`config.mk`:
```
export PLATFORM = sky130hd
export DESIGN_NAME = hazard_control_unit
export DESIGN_NICKNAME = d
export VERILOG_FILES = /design/src/rtl/pipe_ctrl_pkg.sv /design/src/rtl/sat_counter.sv /design/src/rtl/hazard_control_unit.sv
export SDC_FILE = /design/constraint.sdc
export NUM_CORES = 1
export LEC_CHECK = 0
export ABC_AREA = 1
export ABC_CLOCK_PERIOD_IN_PS = 2280
export CORE_MARGIN = 10
export CORE_UTILIZATION = 45
export DETAILED_ROUTE_END_ITERATION = 8
export PLACE_DENSITY = 0.78
export REMOVE_ABC_BUFFERS = 1
export SLEW_MARGIN = 40
export SYNTH_ARGS = -nofsm -noshare
export SYNTH_HDL_FRONTEND = slang
export SYNTH_SLANG_ARGS = --single-unit
```
`constraint.sdc`:
```
create_clock -name clk -period 2.28 [get_ports clk]
set_clock_uncertainty 0.1 [all_clocks]
set_input_delay 0.342 -clock clk [delete_from_list [all_inputs] [get_ports clk]]
set_output_delay 0.342 -clock clk [all_outputs]
set_load 0.01 [all_outputs]
```
`src/rtl/pipe_ctrl_pkg.sv`:
```
// Shared definitions for the pipeline sequencing controller: FSM state encoding,
// mult/div wait-counter width and the NOP encoding used when a stage is cleared.
package pipe_ctrl_pkg;

  typedef enum logic [0:0] {
    RUN     = 1'b0,
    MD_WAIT = 1'b1
  } pipe_state_t;

  localparam int MD_CNT_W = 4;
  localparam logic [31:0] NOP_INSTR = 32'h0000_0000;

endpackage

```
`src/rtl/sat_counter.sv`:
```
// Saturating up-counter with enable and synchronous clear; clear wins over enable.
// Result is visible the cycle after the enabling cycle; holds at all-ones.
module sat_counter #(
  parameter int WIDTH = 16
) (
  input  logic             clk,
  input  logic             clr,
  input  logic             en,
  output logic [WIDTH-1:0] cnt
);

  localparam logic [WIDTH-1:0] CNT_ONE = {{(WIDTH-1){1'b0}}, 1'b1};

  logic [WIDTH-1:0] cnt_q;
  logic [WIDTH-1:0] cnt_d;

  always_comb begin
    cnt_d = cnt_q;
    if (clr) begin
      cnt_d = '0;
    end else if (en && (cnt_q != {WIDTH{1'b1}})) begin
      cnt_d = cnt_q + CNT_ONE;
    end
  end

  always_ff @(posedge clk) begin
    cnt_q <= cnt_d;
  end

  assign cnt = cnt_q;

endmodule

```
`src/rtl/hazard_control_unit.sv`:
```
// Stalls for load-use and mult/div EX occupancy, flushes on taken branches; control
// outputs are combinational from state and inputs, stall cycles counted saturating.
module hazard_control_unit
  import pipe_ctrl_pkg::*;
#(
  parameter int MD_LATENCY = 4,
  parameter int CNT_W      = 16
) (
  input  logic             clk,
  input  logic             reset,
  input  logic [4:0]       IFID_Rs,
  input  logic [4:0]       IFID_Rt,
  input  logic             IFID_UsesRt,
  input  logic [4:0]       IDEX_Rt,
  input  logic             IDEX_MemRead,
  input  logic             IDEX_MDStart,
  input  logic             BranchTaken,
  output logic             PC_Write,
  output logic             IFID_Write,
  output logic             IDEX_Write,
  output logic             IDEX_Bubble,
  output logic             EXMEM_Bubble,
  output logic             IFID_Flush,
  output logic             MD_Busy,
  output logic [CNT_W-1:0] StallCount
);

  localparam logic [MD_CNT_W-1:0] MD_ONE  = {{(MD_CNT_W-1){1'b0}}, 1'b1};
  localparam logic [MD_CNT_W-1:0] MD_LOAD = MD_CNT_W'(MD_LATENCY - 1);

  pipe_state_t         state_q, state_d;
  logic [MD_CNT_W-1:0] md_cnt_q, md_cnt_d;
  logic                md_mask_q, md_mask_d;
  logic                load_use;

  assign load_use = IDEX_MemRead && (IDEX_Rt != 5'd0) &&
                    ((IDEX_Rt == IFID_Rs) || (IFID_UsesRt && (IDEX_Rt == IFID_Rt)));

  always_comb begin
    PC_Write     = 1'b1;
    IFID_Write   = 1'b1;
    IDEX_Write   = 1'b1;
    IDEX_Bubble  = 1'b0;
    EXMEM_Bubble = 1'b0;
    IFID_Flush   = 1'b0;
    MD_Busy      = 1'b0;
    state_d      = state_q;
    md_cnt_d     = md_cnt_q;
    md_mask_d    = 1'b0;

    if (reset) begin
      PC_Write     = 1'b0;
      IFID_Write   = 1'b0;
      IDEX_Write   = 1'b0;
      IDEX_Bubble  = 1'b1;
      EXMEM_Bubble = 1'b1;
      IFID_Flush   = 1'b1;
      state_d      = RUN;
      md_cnt_d     = '0;
    end else begin
      case (state_q)
        RUN: begin
          if (BranchTaken) begin
            IFID_Flush  = 1'b1;
            IDEX_Bubble = 1'b1;
          end else if (IDEX_MDStart && !md_mask_q) begin
            // Freeze the front end and feed bubbles downstream while EX is occupied
            PC_Write     = 1'b0;
            IFID_Write   = 1'b0;
            IDEX_Write   = 1'b0;
            EXMEM_Bubble = 1'b1;
            MD_Busy      = 1'b1;
            md_cnt_d     = MD_LOAD;
            state_d      = MD_WAIT;
          end else if (load_use) begin
            PC_Write    = 1'b0;
            IFID_Write  = 1'b0;
            IDEX_Bubble = 1'b1;
          end
        end
        MD_WAIT: begin
          PC_Write     = 1'b0;
          IFID_Write   = 1'b0;
          IDEX_Write   = 1'b0;
          EXMEM_Bubble = 1'b1;
          MD_Busy      = 1'b1;
          md_cnt_d     = md_cnt_q - MD_ONE;
          // Mask one cycle so the held mult/div leaves ID/EX without restarting
          if (md_cnt_q == MD_ONE) begin
            state_d   = RUN;
            md_mask_d = 1'b1;
          end
        end
        default: state_d = RUN;
      endcase
    end
  end

  always_ff @(posedge clk) begin
    state_q   <= state_d;
    md_cnt_q  <= md_cnt_d;
    md_mask_q <= md_mask_d;
  end

  sat_counter #(
    .WIDTH (CNT_W)
  ) u_stall_cnt (
    .clk (clk),
    .clr (reset),
    .en  (!PC_Write && !reset),
    .cnt (StallCount)
  );

endmodule

```
==> impl_metrics.ini <==
[critical_path]
r2r-start = u_stall_cnt.cnt[0]
worst_setup_path_end_kind = primary output
cpPeakStageDelay_ns = 0.48
required_ns = 1.84
crit_top_cell = nand2_1
cp.arrival_ns = 1.72
r2r_cells = 9
cp_top_family = buffers and inverters
crit_buf_inv = 3
reg2reg_slack_ns = 0.32
slowest_stage = clkdlybuf4s50_1
r2r_end = u_stall_cnt.cnt[3]
worstSetupPathType = input port to primary output
worstPathMaxFanout = 2
cp_cell_sequence = clkdlybuf4s50_1, inv_1, nand2_1, nand2_1, nor2_1, nand3_1, nand2_1, nand2_1, a21oi_1, dlygate4sd2_1
critPathLaunchType = input port

[final_layout]
diodes = 0
fin_nets = 316
ff_latch_area_um2 = 440
drive_gt1_frac = 0.159
multiInputGateArea_um2 = 953
fillers = 343
areaGrowthSynthToFinish_pct = 32.9

[grt]
grt_pass1_vias = 1562
antenna_found_initial = 0
grt_max_degree = 20
grt_pass1_wl_um = 6810
overflow = 0
grt_usage = 0.129

[synthesis]
syn_inst = 242
ys.flop_type = dfxtp_1
ys_ff_latch = 22
yosysTopAreaCell = dfxtp_1
synth-edff-count = 0
async_flop_share = 0
yosysSeqAreaShare = 0.280
synth_top_area_share = 0.280
post-synth-top-count-cell = nand2_1
yosys_warnings = 0
syn_area_mm2 = 0.00157
syn_area_per_cell_um2 = 6.50
synthTopCellsByArea = dfxtp_1 28%, nand2_1 15%, nand3_1 8.3%
synth.distinct_cells = 31
yosys-top-cells-count = 61 x nand2_1, 29 x inv_1, 26 x nand3_1

[flow_run]
maxCapViolCount = 0

[detailed_routing]
via_per_inst = 4.88
initialDrtViolationCount = 68
finalWirelength_um = 3980
avgRoutedWirePerCell_um = 11.9
drtAntennaViolNets = 0
drc = 0
drt_first_pass_iters = 4
vias = 1639

[floorplan]
start_util = 0.468
core_area_mm2 = 0.00336
die_area_mm2 = 0.00626
rows = 21
die_y_um = 79.1
ios = 44
chipWidth_um = 79.1

[place]
portBuffers = 43
dp_hpwl_um = 3100
dp_slack_ns = -0.241
place.gp.congestion = 0.837

[hold_path]
holdPathStages = 2
hp-class = flip-flop to flip-flop
holdPathEnd = md_cnt_q[3]
min-delay-start = md_cnt_q[3]

[sta]
slew_violations = 0
finalHoldViolCount = 0
timing.fmax_mhz = 462
setup_viol = 0
tightest_slew_ns = 0.367
rsz0062_at_grt = false
post-route-period-util = 0.948
relSlewSlack = 0.754
worst_slack_ns = 0.118
period_minus_slack_ns = 2.16

[clock_network]
cts_max_path_buffers = 2
clk_latency_ns = 0.32
clockRootBuffer = clkbuf_4
path_clk_slew_ns = 0.12
clock-sinks = 22
cts_tree = yes
cts_max_level = 1
cts_inserted_buffers = 3

[power]
ir_drop_mv = 0.353
combPwrFrac = 0.238
intPower_mw = 0.541
p_per_area_mw_per_mm2 = 370
power.total_mw = 0.772
switching_share = 0.299
p_sw_mw = 0.231
clkPwrFrac = 0.238
p_leak_nw = 0.901
p_seq_frac = 0.524

[status]
status = complete, no violations
-- layout make-up --
type,instances,share of cell area
repair buffers,52,0.232
multi-input cells,178,0.456
inverters,35,0.0629
clock buffers,3,0.0108
flip-flops and latches,22,0.211
well taps,46,0.0275
-- power groups by stage --
stage,Combinational (mW),Clock (mW),Sequential (mW)
6_report,0.184,0.184,0.405
5_1_grt,0.208,0.202,0.407
4_1_cts,0.187,0.189,0.405
3_5_place_dp,0.194,0,0.413
3_3_place_gp,0.191,0,0.413
2_1_floorplan,0.0884,0,0.412
-- registers in the layout (all words and copies together) (netlist names) --
name	count
state_q	1
u_stall_cnt.cnt	16
md_mask_q	1
md_cnt_q	4
-- worst max path at each step --
stage,endpoint,from,slack (ns),depth (start not counted)
floorplan,u_stall_cnt.cnt[5],u_stall_cnt.cnt[0],0.54,9
global placement,IDEX_Bubble,IDEX_Rt[4],-0.20,10
detailed placement,IFID_Write,IDEX_Rt[2],-0.24,11
CTS,IDEX_Write,IDEX_MDStart,0.0001,8
global route,IDEX_Bubble,IFID_Rt[1],0.001,10
finish,IDEX_Bubble,IFID_Rt[1],0.12,10
-- worst register-to-register path: stages, from the launching register on --
cell and delay (ns):
dfxtp_1 0.44, ha_1 0.22, nand2_1 0.10, nor2_2 0.24, nand3b_1 0.12, o21ai_2 0.13
inv_2 0.11, nand2_4 0.23, nand2_1 0.08, a21oi_1 0.13
-- cell families (layout without fill, tap and decap cells) --
family | Yosys count | count (layout) | share of synthesized area
adders and majority gates | 3 | 3 | 0.0239
xor gates and xnor gates | 12 | 12 | 0.0668
and+or+nand+nor | 135 | 135 | 0.396
AOI/OAI and AO/OA | 28 | 28 | 0.118
buffers and inverters | 42 | 90 | 0.115
DFF | 22 | 22 | 0.280
-- placed cells by master (no fill, tap or decap), types with 7 or more instances in the layout --
cell type / Yosys / routed
a21oi_1: 10 / 10
dfxtp_1: 22 / 22
nand3_1: 26 / 26
xor2_1: 7 / 7
nand2_2: 11 / 11
a21oi_2: 9 / 9
dlygate4sd2_1: 0 / 7
buf_4: 1 / 9
clkdlybuf4s50_1: 0 / 32
nand2_1: 61 / 61
inv_1: 29 / 29
nor2_1: 23 / 22
-- metrics by stage --
stage	instance area [um^2]	instances	hold slack [ns]	TNS, ns	utilization
floorplan	1520	235	0.304	0	-
global placement	2080	333	0.387	-0.833	0.618
detailed placement	2080	333	0.390	-0.870	0.618
CTS	2090	336	0.408	0	0.622
global route	2090	336	0.443	0	0.621
finish	2090	336	0.404	0	0.621
-- per-layer routing --
| metal | up-vias | track usage | share of wire |
|---|---|---|---|
| met4 | 0 | 0.0502 | 0.014 |
| met3 | 5 | 0.0293 | 0.066 |
| met2 | 47 | 0.215 | 0.46 |
| met5 | - | 0 | 0 |
| met1 | 721 | 0.156 | 0.46 |
| li1 | 866 | - | - |
-- timing repair --
item	CTS	global route
gates resized for setup	10	6
hold buffers	0	0
setup buffers	0	0
setup endpoints to repair	5	4
Power figures use the tool's default switching activity.
